--- src/rtl/prbs_pkg.sv ---
// Shared constants and types for the PRBS-9 transmitter and receiver-side reference generator.
// Polynomial x^9 + x^5 + 1, Fibonacci form; taps are the emitted MSB and bit 4.
package prbs_pkg;
    localparam int PRBS_ORDER = 9;
    localparam int SEQ_LEN    = (1 << PRBS_ORDER) - 1;
    localparam int PHASE_W    = $clog2(SEQ_LEN);
    localparam int TAP_HI     = 8;
    localparam int TAP_LO     = 4;

    localparam logic [PRBS_ORDER-1:0] DEFAULT_SEED = 9'h1FF;

    typedef enum logic {
        INJ_IDLE = 1'b0,
        INJ_RUN  = 1'b1
    } inj_state_e;

    // An all-zero LFSR never leaves zero, so a zero seed falls back to the default.
    function automatic logic [PRBS_ORDER-1:0] safe_seed(
        input logic [PRBS_ORDER-1:0] seed,
        input logic [PRBS_ORDER-1:0] dflt
    );
        return (seed == '0) ? dflt : seed;
    endfunction
endpackage

--- src/rtl/prbs_lfsr.sv ---
// PRBS-9 LFSR core: seed load (priority), one shift per step, emitted bit = state MSB.
// Latency: bit_out is the bit that the next step emits; state advances at the stepping edge.
// Backpressure: none; holds state while step is low.
module prbs_lfsr
    import prbs_pkg::*;
#(
    parameter logic [PRBS_ORDER-1:0] SEED = DEFAULT_SEED
) (
    input  logic                  clk,
    input  logic                  reset,
    input  logic                  step,
    input  logic                  load,
    input  logic [PRBS_ORDER-1:0] seed_in,
    output logic                  bit_out
);
    logic [PRBS_ORDER-1:0] lfsr_q;
    logic [PRBS_ORDER-1:0] lfsr_d;

    always_comb begin
        lfsr_d = lfsr_q;
        if (load) begin
            lfsr_d = safe_seed(seed_in, SEED);
        end else if (step) begin
            lfsr_d = {lfsr_q[PRBS_ORDER-2:0], lfsr_q[TAP_HI] ^ lfsr_q[TAP_LO]};
        end
    end

    always_ff @(posedge clk or posedge reset) begin
        if (reset) begin
            lfsr_q <= SEED;
        end else begin
            lfsr_q <= lfsr_d;
        end
    end

    assign bit_out = lfsr_q[PRBS_ORDER-1];
endmodule

--- src/rtl/prbs_tx.sv ---
// PRBS-9 test-pattern transmitter: clean ref_bit, tx_bit with optional periodic error injection.
// Latency: all outputs registered, updated at the edge sampling enable=1; load overrides enable.
// Backpressure: none; enable is a symbol-rate strobe. Injection built only with PRBS_ERR_INJECT_EN.
module prbs_tx
    import prbs_pkg::*;
#(
    parameter logic [PRBS_ORDER-1:0] SEED  = DEFAULT_SEED,
    parameter int                    CNT_W = 32,
    parameter int                    INJ_W = 16
) (
    input  logic                  clk,
    input  logic                  reset,
    input  logic                  enable,
    input  logic                  load,
    input  logic [PRBS_ORDER-1:0] seed_in,
    input  logic [INJ_W-1:0]      inj_period,
    output logic                  ref_bit,
    output logic                  tx_bit,
    output logic                  seq_start,
    output logic [CNT_W-1:0]      bit_count,
    output logic [CNT_W-1:0]      inj_count
);
    localparam logic [PHASE_W-1:0] PHASE_ONE  = PHASE_W'(1);
    localparam logic [PHASE_W-1:0] PHASE_LAST = PHASE_W'(SEQ_LEN - 1);
    localparam logic [CNT_W-1:0]   CNT_ONE    = CNT_W'(1);

    logic step;
    logic lfsr_bit;
    logic inj_flip;

    logic [PHASE_W-1:0] phase_q, phase_d;
    logic               ref_bit_q, ref_bit_d;
    logic               tx_bit_q, tx_bit_d;
    logic               seq_start_q, seq_start_d;
    logic [CNT_W-1:0]   bit_count_q, bit_count_d;
    logic [CNT_W-1:0]   inj_count_q, inj_count_d;

    assign step = enable & ~load;

    prbs_lfsr #(
        .SEED    (SEED)
    ) u_lfsr (
        .clk     (clk),
        .reset   (reset),
        .step    (enable),
        .load    (load),
        .seed_in (seed_in),
        .bit_out (lfsr_bit)
    );

`ifdef PRBS_ERR_INJECT_EN
    localparam logic [INJ_W-1:0] INJ_ONE = INJ_W'(1);

    inj_state_e        state_q, state_d;
    logic [INJ_W-1:0]  inj_cnt_q, inj_cnt_d;

    always_comb begin
        state_d   = state_q;
        inj_cnt_d = inj_cnt_q;
        inj_flip  = 1'b0;
        case (state_q)
            INJ_IDLE: begin
                inj_cnt_d = '0;
                if (inj_period != '0) begin
                    state_d = INJ_RUN;
                end
            end
            INJ_RUN: begin
                if (inj_period == '0) begin
                    state_d   = INJ_IDLE;
                    inj_cnt_d = '0;
                end else if (step) begin
                    // >= rather than == so a lowered period takes effect on the very next bit.
                    if (inj_cnt_q >= inj_period - INJ_ONE) begin
                        inj_flip  = 1'b1;
                        inj_cnt_d = '0;
                    end else begin
                        inj_cnt_d = inj_cnt_q + INJ_ONE;
                    end
                end
            end
            default: begin
                state_d   = INJ_IDLE;
                inj_cnt_d = '0;
            end
        endcase
        if (load) begin
            inj_cnt_d = '0;
        end
    end

    always_ff @(posedge clk or posedge reset) begin
        if (reset) begin
            state_q   <= INJ_IDLE;
            inj_cnt_q <= '0;
        end else begin
            state_q   <= state_d;
            inj_cnt_q <= inj_cnt_d;
        end
    end
`else
    logic unused_inj_period;

    assign unused_inj_period = ^inj_period;
    assign inj_flip          = 1'b0;
`endif

    always_comb begin
        phase_d     = phase_q;
        ref_bit_d   = ref_bit_q;
        tx_bit_d    = tx_bit_q;
        seq_start_d = seq_start_q;
        bit_count_d = bit_count_q;
        inj_count_d = inj_count_q;
        if (load) begin
            phase_d     = '0;
            ref_bit_d   = 1'b0;
            tx_bit_d    = 1'b0;
            seq_start_d = 1'b0;
            bit_count_d = '0;
            inj_count_d = '0;
        end else if (step) begin
            ref_bit_d   = lfsr_bit;
            tx_bit_d    = lfsr_bit ^ inj_flip;
            seq_start_d = (phase_q == '0);
            phase_d     = (phase_q == PHASE_LAST) ? '0 : phase_q + PHASE_ONE;
            if (bit_count_q != '1) begin
                bit_count_d = bit_count_q + CNT_ONE;
            end
            if (inj_flip && (inj_count_q != '1)) begin
                inj_count_d = inj_count_q + CNT_ONE;
            end
        end
    end

    always_ff @(posedge clk or posedge reset) begin
        if (reset) begin
            phase_q     <= '0;
            ref_bit_q   <= 1'b0;
            tx_bit_q    <= 1'b0;
            seq_start_q <= 1'b0;
            bit_count_q <= '0;
            inj_count_q <= '0;
        end else begin
            phase_q     <= phase_d;
            ref_bit_q   <= ref_bit_d;
            tx_bit_q    <= tx_bit_d;
            seq_start_q <= seq_start_d;
            bit_count_q <= bit_count_d;
            inj_count_q <= inj_count_d;
        end
    end

    assign ref_bit   = ref_bit_q;
    assign tx_bit    = tx_bit_q;
    assign seq_start = seq_start_q;
    assign bit_count = bit_count_q;
    assign inj_count = inj_count_q;
endmodule

--- config.mk ---
export PLATFORM = sky130hd
export DESIGN_NAME = prbs_tx
export DESIGN_NICKNAME = d
export VERILOG_FILES = /design/src/rtl/prbs_pkg.sv /design/src/rtl/prbs_lfsr.sv /design/src/rtl/prbs_tx.sv
export SDC_FILE = /design/constraint.sdc
export NUM_CORES = 1
export LEC_CHECK = 0
export ABC_CLOCK_PERIOD_IN_PS = 2450
export CAP_MARGIN = 20
export CORE_AREA = 10 10 84 104
export DETAILED_ROUTE_END_ITERATION = 8
export DIE_AREA = 0 0 94 114
export PLACE_DENSITY = 0.89
export SYNTH_ARGS = -nofsm -noshare
export SYNTH_HDL_FRONTEND = slang
export SYNTH_SLANG_ARGS = --single-unit
export TNS_END_PERCENT = 100
--- constraint.sdc ---
create_clock -name clk -period 2.45 [get_ports clk]
set_clock_uncertainty 0.1 [all_clocks]
set_input_delay 0.49 -clock clk [delete_from_list [all_inputs] [get_ports clk]]
set_output_delay 0.49 -clock clk [all_outputs]
set_load 0.02 [all_outputs]
==> results of run 1 <==
[report_power, final]
group          leakage [nW]  internal (mW)  total [mW]  switching [mW]
clock                0.0614          0.334       0.634           0.300
combinational         0.752         0.0821       0.216           0.134
sequential            0.691          0.895       0.918          0.0235
[logic make-up (layout without fill, tap and decap cells)]
logic type / Yosys count / in the layout
AO/OA/AOI/OAI: 59 / 59
XOR/XNOR: 17 / 17
adder cells (fa/ha/maj): 4 / 4
buffers and inverters: 57 / 84
flip-flops: 52 / 52
multiplexers: 12 / 12
other: 1 / 32
AND/OR/NAND/NOR: 133 / 133
[area by class of cell]
cell class / count / area (µm²)
Clock buffer: 6 / 82.58
Clock inverter: 2 / 38.79
Tap cell: 90 / 112.6
Inverter: 8 / 30.03
Multi-Input combinational cell: 257 / 1569
Fill cell: 624 / 3020
Timing Repair Buffer: 68 / 640.6
Sequential cell: 52 / 1313
[flip-flops by register name, summed over array words and instances (netlist names)]
| register | count |
|---|---|
| bit_count | 32 |
| phase_q | 9 |
| u_lfsr.lfsr_q | 9 |
| seq_start | 1 |
| tx_bit | 1 |
[path summary, 6_finish.rpt]
check	slack, ps	cells after the start	from	end
max	110	6	enable	bit_count[25]
min	400	2	u_lfsr.lfsr_q[0]	u_lfsr.lfsr_q[0]
max reg2reg	160	5	bit_count[3]	bit_count[25]
min reg2reg	400	2	u_lfsr.lfsr_q[0]	u_lfsr.lfsr_q[0]
max in group asynchronous	1220	3	reset	bit_count[27]
min in group asynchronous	470	2	reset	phase_q[0]
[layer usage]
layer / part of all wire [%] / global-route usage, %
met1: 42 / 16.19
met2: 50 / 23.23
met3: 6.6 / 4.011
met4: 1.4 / 5.076
met5: 0 / 0
[cell usage after synthesis (2+ instances only)]
cell type / number / area [µm²]
a211oi_1: 5 / 37.54
a21o_1: 3 / 22.52
a21oi_1: 20 / 100.1
a32o_1: 2 / 20.02
and3_1: 4 / 25.02
and4_1: 5 / 43.79
buf_2: 5 / 25.02
buf_4: 34 / 255.2
clkbuf_1: 9 / 33.78
dfrtp_1: 43 / 1076
dfstp_2: 9 / 236.5
ha_1: 4 / 50.05
inv_1: 8 / 30.03
mux2_2: 10 / 112.6
mux2i_1: 2 / 20.02
nand2_1: 19 / 71.32
nand3_1: 16 / 80.08
nand4_1: 14 / 87.58
nor2_1: 34 / 127.6
nor2b_1: 4 / 25.02
nor3_1: 6 / 30.03
nor3_2: 2 / 20.02
nor4_1: 6 / 37.54
nor4b_1: 3 / 26.28
o21ai_0: 6 / 30.03
o22a_1: 7 / 61.31
o31ai_1: 9 / 67.56
or3_1: 6 / 37.54
or4_1: 9 / 67.56
xnor2_1: 12 / 105.1
xor2_1: 5 / 43.79
[critical path, cell delays in order]
cell,delay (ps)
clkdlybuf4s50_1,490
and3_1,190
nand4_1,140
or4_4,600
or4_1,420
a21oi_1,150
==> flow_metrics.py, run 1 <==
metrics = {
    "cts": {
        "clockBufferDepth": 2,
        "cts_tree": "built",
        "cts_buffers": 5,
        "clk_pin_slew_worst_paths_ps": 100,
        "post_cts_resized": 0,
        "ctsRootBufferMaster": "clkbuf_8",
        "htreeDepth": 2,
        "clock_latency_ps": 320,
        "ctsHoldBuffers": 0,
        "postCtsSetupBuffers": 0,
        "clock_sinks": 52,
    },
    "timing": {
        "worstMarginPinSlew_ps": 628.1,
        "finalSetupViolations": 0,
        "rsz0062_at_grt": "false",
        "whs_ps": 404.9,
        "relSlewSlack_pct": 58.06,
        "hold_viol": 0,
        "fin_tns_setup_ps": 0,
        "finalCriticalPeriod_ps": 2342,
        "drv_slew": 0,
        "period_share_pct": 95.59,
        "max_clock_freq_ghz": 0.4270,
        "setup_slack_ps": 108.1,
    },
    "yosys": {
        "async_flop_share_pct": 100.0,
        "synthesis.yosys.warnings": 0,
        "synth_cell_types": 45,
        "synth_mux_area_share_pct": 4.266,
        "ys_ff_latch": 52,
        "synth_top_family_by_area": "simple AND/OR/NAND/NOR gates",
        "synth-xor-area-share_pct": 4.789,
        "synthAdderAreaFrac_pct": 1.610,
        "synth_edf_count": 0,
        "syn_area_per_cell_um2": 9.281,
        "synthSimpleGateAreaFrac_pct": 23.10,
        "synthFlopType": "dfrtp_1",
        "synthesis.area_mm2": 0.003109,
        "yosysSeqAreaShare_pct": 42.21,
        "synth_compound_area_share_pct": 12.72,
        "synth_cells": 335,
    },
    "status": {
        "status": "finished clean",
    },
    "critical_path": {
        "critical_path_arrival_ps": 2470,
        "cp_max_fo": 7,
        "crit_required_ps": 2580,
        "timing.critical_path.from_type": "input port",
        "critPathCaptureType": "register",
        "crit_type": "in -> reg",
    },
    "cells_and_area": {
        "final_common_cell": "clkdlybuf4s50_1",
        "syn_to_final_growth_pct": 21.77,
        "final_cell_mix": "clkdlybuf4s50_1, dfrtp_1, nor2_1, conb_1",
        "final_util_pct": 55.63,
        "diodes": 0,
        "drive_above_1_share_pct": 13.49,
        "final_nets": 425,
        "stdcell_count": 483,
        "fin_area_mm2": 0.003786,
    },
    "place": {
        "io_buffer_count": 47,
        "dp.cells": 475,
        "placedInstanceArea_mm2": 0.003661,
        "place_ws_ps": -277.8,
        "place.gp.congestion": 0.8108,
        "hpwl_um": 5630,
    },
    "global_route": {
        "grt_overflow_total": 0,
        "grt_pass1_vias": 2697,
        "antenna_found_initial": 0,
        "grt_max_degree": 36,
        "grt_pass1_wl_um": 12410,
        "grt.total_usage_pct": 13.82,
    },
    "floorplan": {
        "num_io_pins": 96,
        "dieHeight_um": 114,
        "die_area_mm2": 0.01072,
        "placeableCoreArea_mm2": 0.006807,
        "die_x_um": 94,
        "start_util_pct": 45.68,
        "rows": 34,
    },
    "routing": {
        "wire_per_inst_um": 15.63,
        "drt_iter0_markers": 188,
        "ant_nets": 0,
        "routed_wl_um": 7549,
        "route.detailed.drc": 0,
        "viasPerCell": 5.476,
        "dr_total_vias": 2645,
        "drtPass1Iterations": 4,
    },
    "hold_path": {
        "hp-class": "reg -> reg",
    },
    "power_and_ir_drop": {
        "cellPowerDensity_mw_per_mm2": 467.0,
        "power_leakage_nw": 1.505,
        "ir_worst_vdd_v": 0.0003943,
        "total_power_mw": 1.768,
    },
    "run": {
        "maxCapViolCount": 0,
    },
}
Power figures use the tool's default switching activity.
==> inputs of run 2 (changes only) <==
--- a/config.mk
+++ b/config.mk
@@ -10,7 +10,7 @@
 export CORE_AREA = 10 10 84 104
 export DETAILED_ROUTE_END_ITERATION = 8
 export DIE_AREA = 0 0 94 114
-export PLACE_DENSITY = 0.89
+export PLACE_DENSITY = 0.79
 export SYNTH_ARGS = -nofsm -noshare
 export SYNTH_HDL_FRONTEND = slang
 export SYNTH_SLANG_ARGS = --single-unit
==> run 2 against run 1 <==
  * Combinational power is essentially flat
  * First-iteration DRC count decreased by 50%
  * Highest routed layer unchanged
  * Sequential share of layout area is 0.092 points higher
  * Global-route usage fell by 0.37 points
  * Die area stayed put
  * Worst setup slack worse by 9.1 ps
  * Largest cell class unchanged
  * Cell area decreased by 0.26%
  * Core utilization shrank 0.15 points
  * Power decreased by 7.7%
  * Fmax is 0.39% lower
==> flow_metrics.py, run 2 (synthesis gave the netlist of run 1 again) <==
metrics = {
    "cts": {
        "cts_buffers": 5,
        "clk_pin_slew_worst_paths_ps": 100,
        "post_cts_resized": 0,
        "postCtsSetupBuffers": 0,
        "clock_latency_ps": 310,
        "ctsHoldBuffers": 0,
        "htreeDepth": 2,
        "clock_sinks": 52,
        "ctsRootBufferMaster": "clkbuf_8",
        "cts_tree": "built",
        "clockBufferDepth": 2,
    },
    "timing": {
        "max_clock_freq_ghz": 0.4254,
        "whs_ps": 387.3,
        "period_share_pct": 95.96,
        "hold_viol": 0,
        "fin_tns_setup_ps": 0,
        "finalSetupViolations": 0,
        "finalCriticalPeriod_ps": 2351,
        "rsz0062_at_grt": "false",
        "drv_slew": 0,
    },
    "power_and_ir_drop": {
        "switchingPower_mw": 0.4541,
        "total_power_mw": 1.632,
        "clkPwrFrac_pct": 30.6,
        "power_leakage_nw": 1.499,
        "seqPwrFrac_pct": 56.3,
        "switching_share_pct": 27.82,
        "combPwrFrac_pct": 13.1,
        "internal-power_mw": 1.178,
        "ir_worst_vdd_v": 0.0003753,
        "cellPowerDensity_mw_per_mm2": 432.3,
    },
    "routing": {
        "dr_total_vias": 2647,
        "wire_per_inst_um": 15.30,
        "route.detailed.drc": 0,
        "drtPass1Iterations": 4,
        "routed_wl_um": 7450,
        "ant_nets": 0,
        "viasPerCell": 5.435,
        "drt_iter0_markers": 94,
    },
    "place": {
        "placedInstanceArea_mm2": 0.003679,
        "place.gp.congestion": 0.8323,
        "dp.cells": 479,
        "hpwl_um": 5693,
        "io_buffer_count": 47,
    },
    "run": {
        "maxCapViolCount": 0,
    },
    "floorplan": {
        "dieHeight_um": 114,
        "rows": 34,
        "die_area_mm2": 0.01072,
        "start_util_pct": 45.68,
        "die_x_um": 94,
        "num_io_pins": 96,
        "placeableCoreArea_mm2": 0.006807,
    },
    "critical_path": {
        "cp_max_fo": 6,
        "timing.critical_path.from_type": "input port",
        "critPathCaptureType": "register",
        "r2r_cells": 5,
        "crit_required_ps": 2580,
        "crit_type": "in -> reg",
        "critical_path_arrival_ps": 2480,
    },
    "cells_and_area": {
        "largest_register_ffs": 32,
        "fin_area_mm2": 0.003776,
        "stdcell_count": 487,
        "multiInputGateArea_mm2": 0.001570,
        "final_cell_mix": "clkdlybuf4s50_1, dfrtp_1, nor2_1, conb_1, buf_4",
        "final_common_cell": "clkdlybuf4s50_1",
        "diodes": 0,
        "regArea_mm2": 0.001313,
        "drive_above_1_share_pct": 14.61,
        "final_nets": 429,
        "fill_cells": 621,
        "syn_to_final_growth_pct": 21.45,
    },
    "hold_path": {
        "hp-class": "reg -> reg",
        "min_path_cells": 2,
    },
    "status": {
        "status": "finished clean",
    },
    "global_route": {
        "antenna_found_initial": 0,
        "grt_max_degree": 36,
        "grt_pass1_wl_um": 12040,
        "grt_pass1_vias": 2627,
        "grt_overflow_total": 0,
        "grt.total_usage_pct": 13.45,
    },
}
-- run 2: cell type report --
type                    instances  share of cell area [%]
clock buffers                   5                   1.822
clock inverters                 3                  0.6296
inverters                       8                  0.7952
multi-input cells             257                   41.58
flip-flops and latches         52                   34.76
well taps                      90                   2.982
repair buffers                 72                   17.43
-- run 2: critical path, cell delays in order --
cell and delay (ps):
clkdlybuf4s50_1 490, and3_1 190, nand4_1 140, or4_4 590, or4_1 410, a21oi_1 170
-- run 2: power groups by stage --
stage	combinational [mW]	sequential (mW)	clock [mW]
5_1_grt	0.235	0.924	0.539
4_1_cts	0.215	0.919	0.515
6_report	0.215	0.919	0.499
3_3_place_gp	0.208	0.932	0
2_1_floorplan	0.178	0.935	0
3_5_place_dp	0.214	0.935	0
-- run 2: metal layers --
| layer | GRT usage [%] | wire length, µm |
|---|---|---|
| met3 | 4.405 | 531 |
| met2 | 23.65 | 3790 |
| met1 | 14.91 | 3038 |
| met5 | 0 | 0 |
| met4 | 4.061 | 89 |
-- run 2: path summary, 6_finish.rpt --
check | end | slack (ps) | start
max | bit_count[31] | 100 | enable
min | u_lfsr.lfsr_q[0] | 390 | u_lfsr.lfsr_q[0]
max reg2reg | bit_count[31] | 190 | bit_count[3]
min reg2reg | u_lfsr.lfsr_q[0] | 390 | u_lfsr.lfsr_q[0]
max in group asynchronous | bit_count[28] | 1220 | reset
min in group asynchronous | phase_q[2] | 400 | reset
-- run 2: through the flow --
step | utilization [%] | worst slack [ps]
after floorplan | - | 178.9
after CTS | 55.40 | 40.70
after detailed placement | 54.04 | -282.6
final | 55.48 | 99.05
after global routing | 55.48 | 22.18
after global placement | 54.04 | -185.9
==> inputs of run 3 (changes only) <==
--- a/config.mk
+++ b/config.mk
@@ -5,12 +5,13 @@
 export SDC_FILE = /design/constraint.sdc
 export NUM_CORES = 1
 export LEC_CHECK = 0
+export ABC_AREA = 0
 export ABC_CLOCK_PERIOD_IN_PS = 2450
 export CAP_MARGIN = 20
-export CORE_AREA = 10 10 84 104
+export CORE_AREA = 10 10 93 95
 export DETAILED_ROUTE_END_ITERATION = 8
-export DIE_AREA = 0 0 94 114
-export PLACE_DENSITY = 0.79
+export DIE_AREA = 0 0 103 105
+export PLACE_DENSITY = 0.78
 export SYNTH_ARGS = -nofsm -noshare
 export SYNTH_HDL_FRONTEND = slang
 export SYNTH_SLANG_ARGS = --single-unit
==> run 3 against run 2 <==
  * Fmax rose by 1.3%
  * Highest routed layer unchanged
  * Critical path type unchanged
  * Hold slack improved by 4.0 ps
  * Clock power down 1%
  * Largest power group unchanged
==> flow_metrics.py, run 3 (synthesis gave the netlist of run 1 again) <==
metrics = {
    "cells_and_area": {
        "final_common_cell": "clkdlybuf4s50_1",
        "stdcell_count": 472,
        "syn_to_final_growth_pct": 20.60,
        "diodes": 0,
        "fill_cells": 634,
        "largest_register_ffs": 32,
        "drive_above_1_share_pct": 13.27,
        "final_cell_mix": "clkdlybuf4s50_1, dfrtp_1, nor2_1, conb_1, a21oi_1",
        "final_nets": 424,
    },
    "timing": {
        "whs_ps": 391.3,
        "max_clock_freq_ghz": 0.4309,
        "finalCriticalPeriod_ps": 2321,
        "drv_slew": 0,
        "hold_viol": 0,
        "rsz0062_at_grt": "false",
        "period_share_pct": 94.72,
        "finalSetupViolations": 0,
    },
    "global_route": {
        "antenna_found_initial": 0,
        "grt.total_usage_pct": 13.25,
        "grt_pass1_vias": 2444,
        "grt_overflow_total": 0,
        "grt_max_degree": 53,
        "grt_pass1_wl_um": 12140,
    },
    "routing": {
        "route.detailed.drc": 0,
        "wire_per_inst_um": 15.51,
        "drt_iter0_markers": 119,
        "drtPass1Iterations": 4,
        "dr_total_vias": 2586,
        "viasPerCell": 5.479,
        "ant_nets": 0,
        "routed_wl_um": 7320,
    },
    "status": {
        "status": "finished clean",
    },
    "cts": {
        "clk_pin_slew_worst_paths_ps": 100,
        "ctsHoldBuffers": 0,
        "clock_latency_ps": 300,
        "post_cts_resized": 0,
        "ctsRootBufferMaster": "clkbuf_8",
        "clock_sinks": 52,
        "clockBufferDepth": 2,
        "cts_buffers": 5,
        "cts_tree": "built",
        "htreeDepth": 2,
        "postCtsSetupBuffers": 0,
    },
    "critical_path": {
        "critPathCaptureType": "register",
        "crit_slowest_cell": "or4_4",
        "r2r_cells": 6,
        "timing.critical_path.from_type": "input port",
        "r2r_end": "bit_count[1]",
        "timing.rr.start": "bit_count[20]",
        "worstPathCellList": "clkdlybuf4s50_1 -> and3_1 -> nand4_1 -> or4_4 -> or4_1 -> a21oi_1",
        "crit_required_ps": 2580,
        "startpoint": "enable",
        "cp_max_fo": 7,
        "cpPeakStageDelay_ps": 590,
        "crit_type": "in -> reg",
        "critical_path_arrival_ps": 2450,
        "rrSetupSlack_ps": 230,
        "crit_end": "bit_count[31]",
    },
    "power_and_ir_drop": {
        "ir_worst_vdd_v": 0.0003664,
        "cellPowerDensity_mw_per_mm2": 434.0,
        "power_leakage_nw": 1.485,
        "total_power_mw": 1.627,
    },
    "place": {
        "hpwl_um": 5358,
        "io_buffer_count": 47,
        "dp.cells": 464,
        "place.gp.congestion": 0.8159,
    },
    "floorplan": {
        "dieHeight_um": 105,
        "die_x_um": 103,
        "die_area_mm2": 0.01082,
        "num_io_pins": 96,
        "start_util_pct": 46.02,
        "rows": 30,
        "placeableCoreArea_mm2": 0.006756,
    },
    "hold_path": {
        "hp-class": "reg -> reg",
    },
    "run": {
        "maxCapViolCount": 0,
    },
}
## run 3: cell types whose count changed in the layout (fill, tap and decap cells not counted), sizes merged
cell / change
buf: -5
## run 3: stage by stage
step	util [%]	worst slack [ps]	setup TNS, ps	instance area (µm²)
2_1_floorplan	-	178.9	0	3226
6_report	55.50	129.3	0	3750
4_1_cts	55.44	37.11	0	3746
3_5_place_dp	54.07	-289.4	-1374	3654
3_3_place_gp	54.07	-237.8	-984.4	3654
5_1_grt	55.50	76.26	0	3750
## run 3: cell type report
| cell class | instances | area (µm²) | share of cell area (%) |
|---|---|---|---|
| tap | 80 | 100.1 | 2.669 |
| inverter | 8 | 30.03 | 0.8008 |
| multi-input combinational | 257 | 1569 | 41.84 |
| clock buffer | 5 | 68.82 | 1.835 |
| timing repair buffer | 67 | 645.6 | 17.22 |
| clock inverter | 3 | 23.77 | 0.6340 |
| sequential | 52 | 1313 | 35.00 |
## run 3: power breakdown
| part | switching [mW] | internal, mW |
|---|---|---|
| Sequential | 0.0230 | 0.894 |
| Clock | 0.291 | 0.203 |
| Combinational | 0.133 | 0.0833 |
## run 3: critical path: cells and delay by family
kind                   cells  cell delay, ps
AOI/OAI and AO/OA          1             150
buffers and inverters      1             500
and+or+nand+nor            4            1320
## run 3: how the worst min path moves through the flow
stage                     startpoint          endpoint  slack (ps)  cells after the start
finish              u_lfsr.lfsr_q[0]  u_lfsr.lfsr_q[0]         390                      2
global route        u_lfsr.lfsr_q[0]  u_lfsr.lfsr_q[0]         430                      2
CTS                 u_lfsr.lfsr_q[0]  u_lfsr.lfsr_q[0]         390                      2
detailed placement  u_lfsr.lfsr_q[0]  u_lfsr.lfsr_q[0]         380                      2
global placement    u_lfsr.lfsr_q[0]  u_lfsr.lfsr_q[0]         370                      2
floorplan           u_lfsr.lfsr_q[0]  u_lfsr.lfsr_q[0]         360                      2
## run 3: layer usage
layer	up-vias	routed length [µm]	global-route usage, %
met2	76	3518	21.55
met1	1246	3205	16.70
met4	0	27	2.386
li1	1261	-	-
met5	-	0	0
met3	3	568	4.348
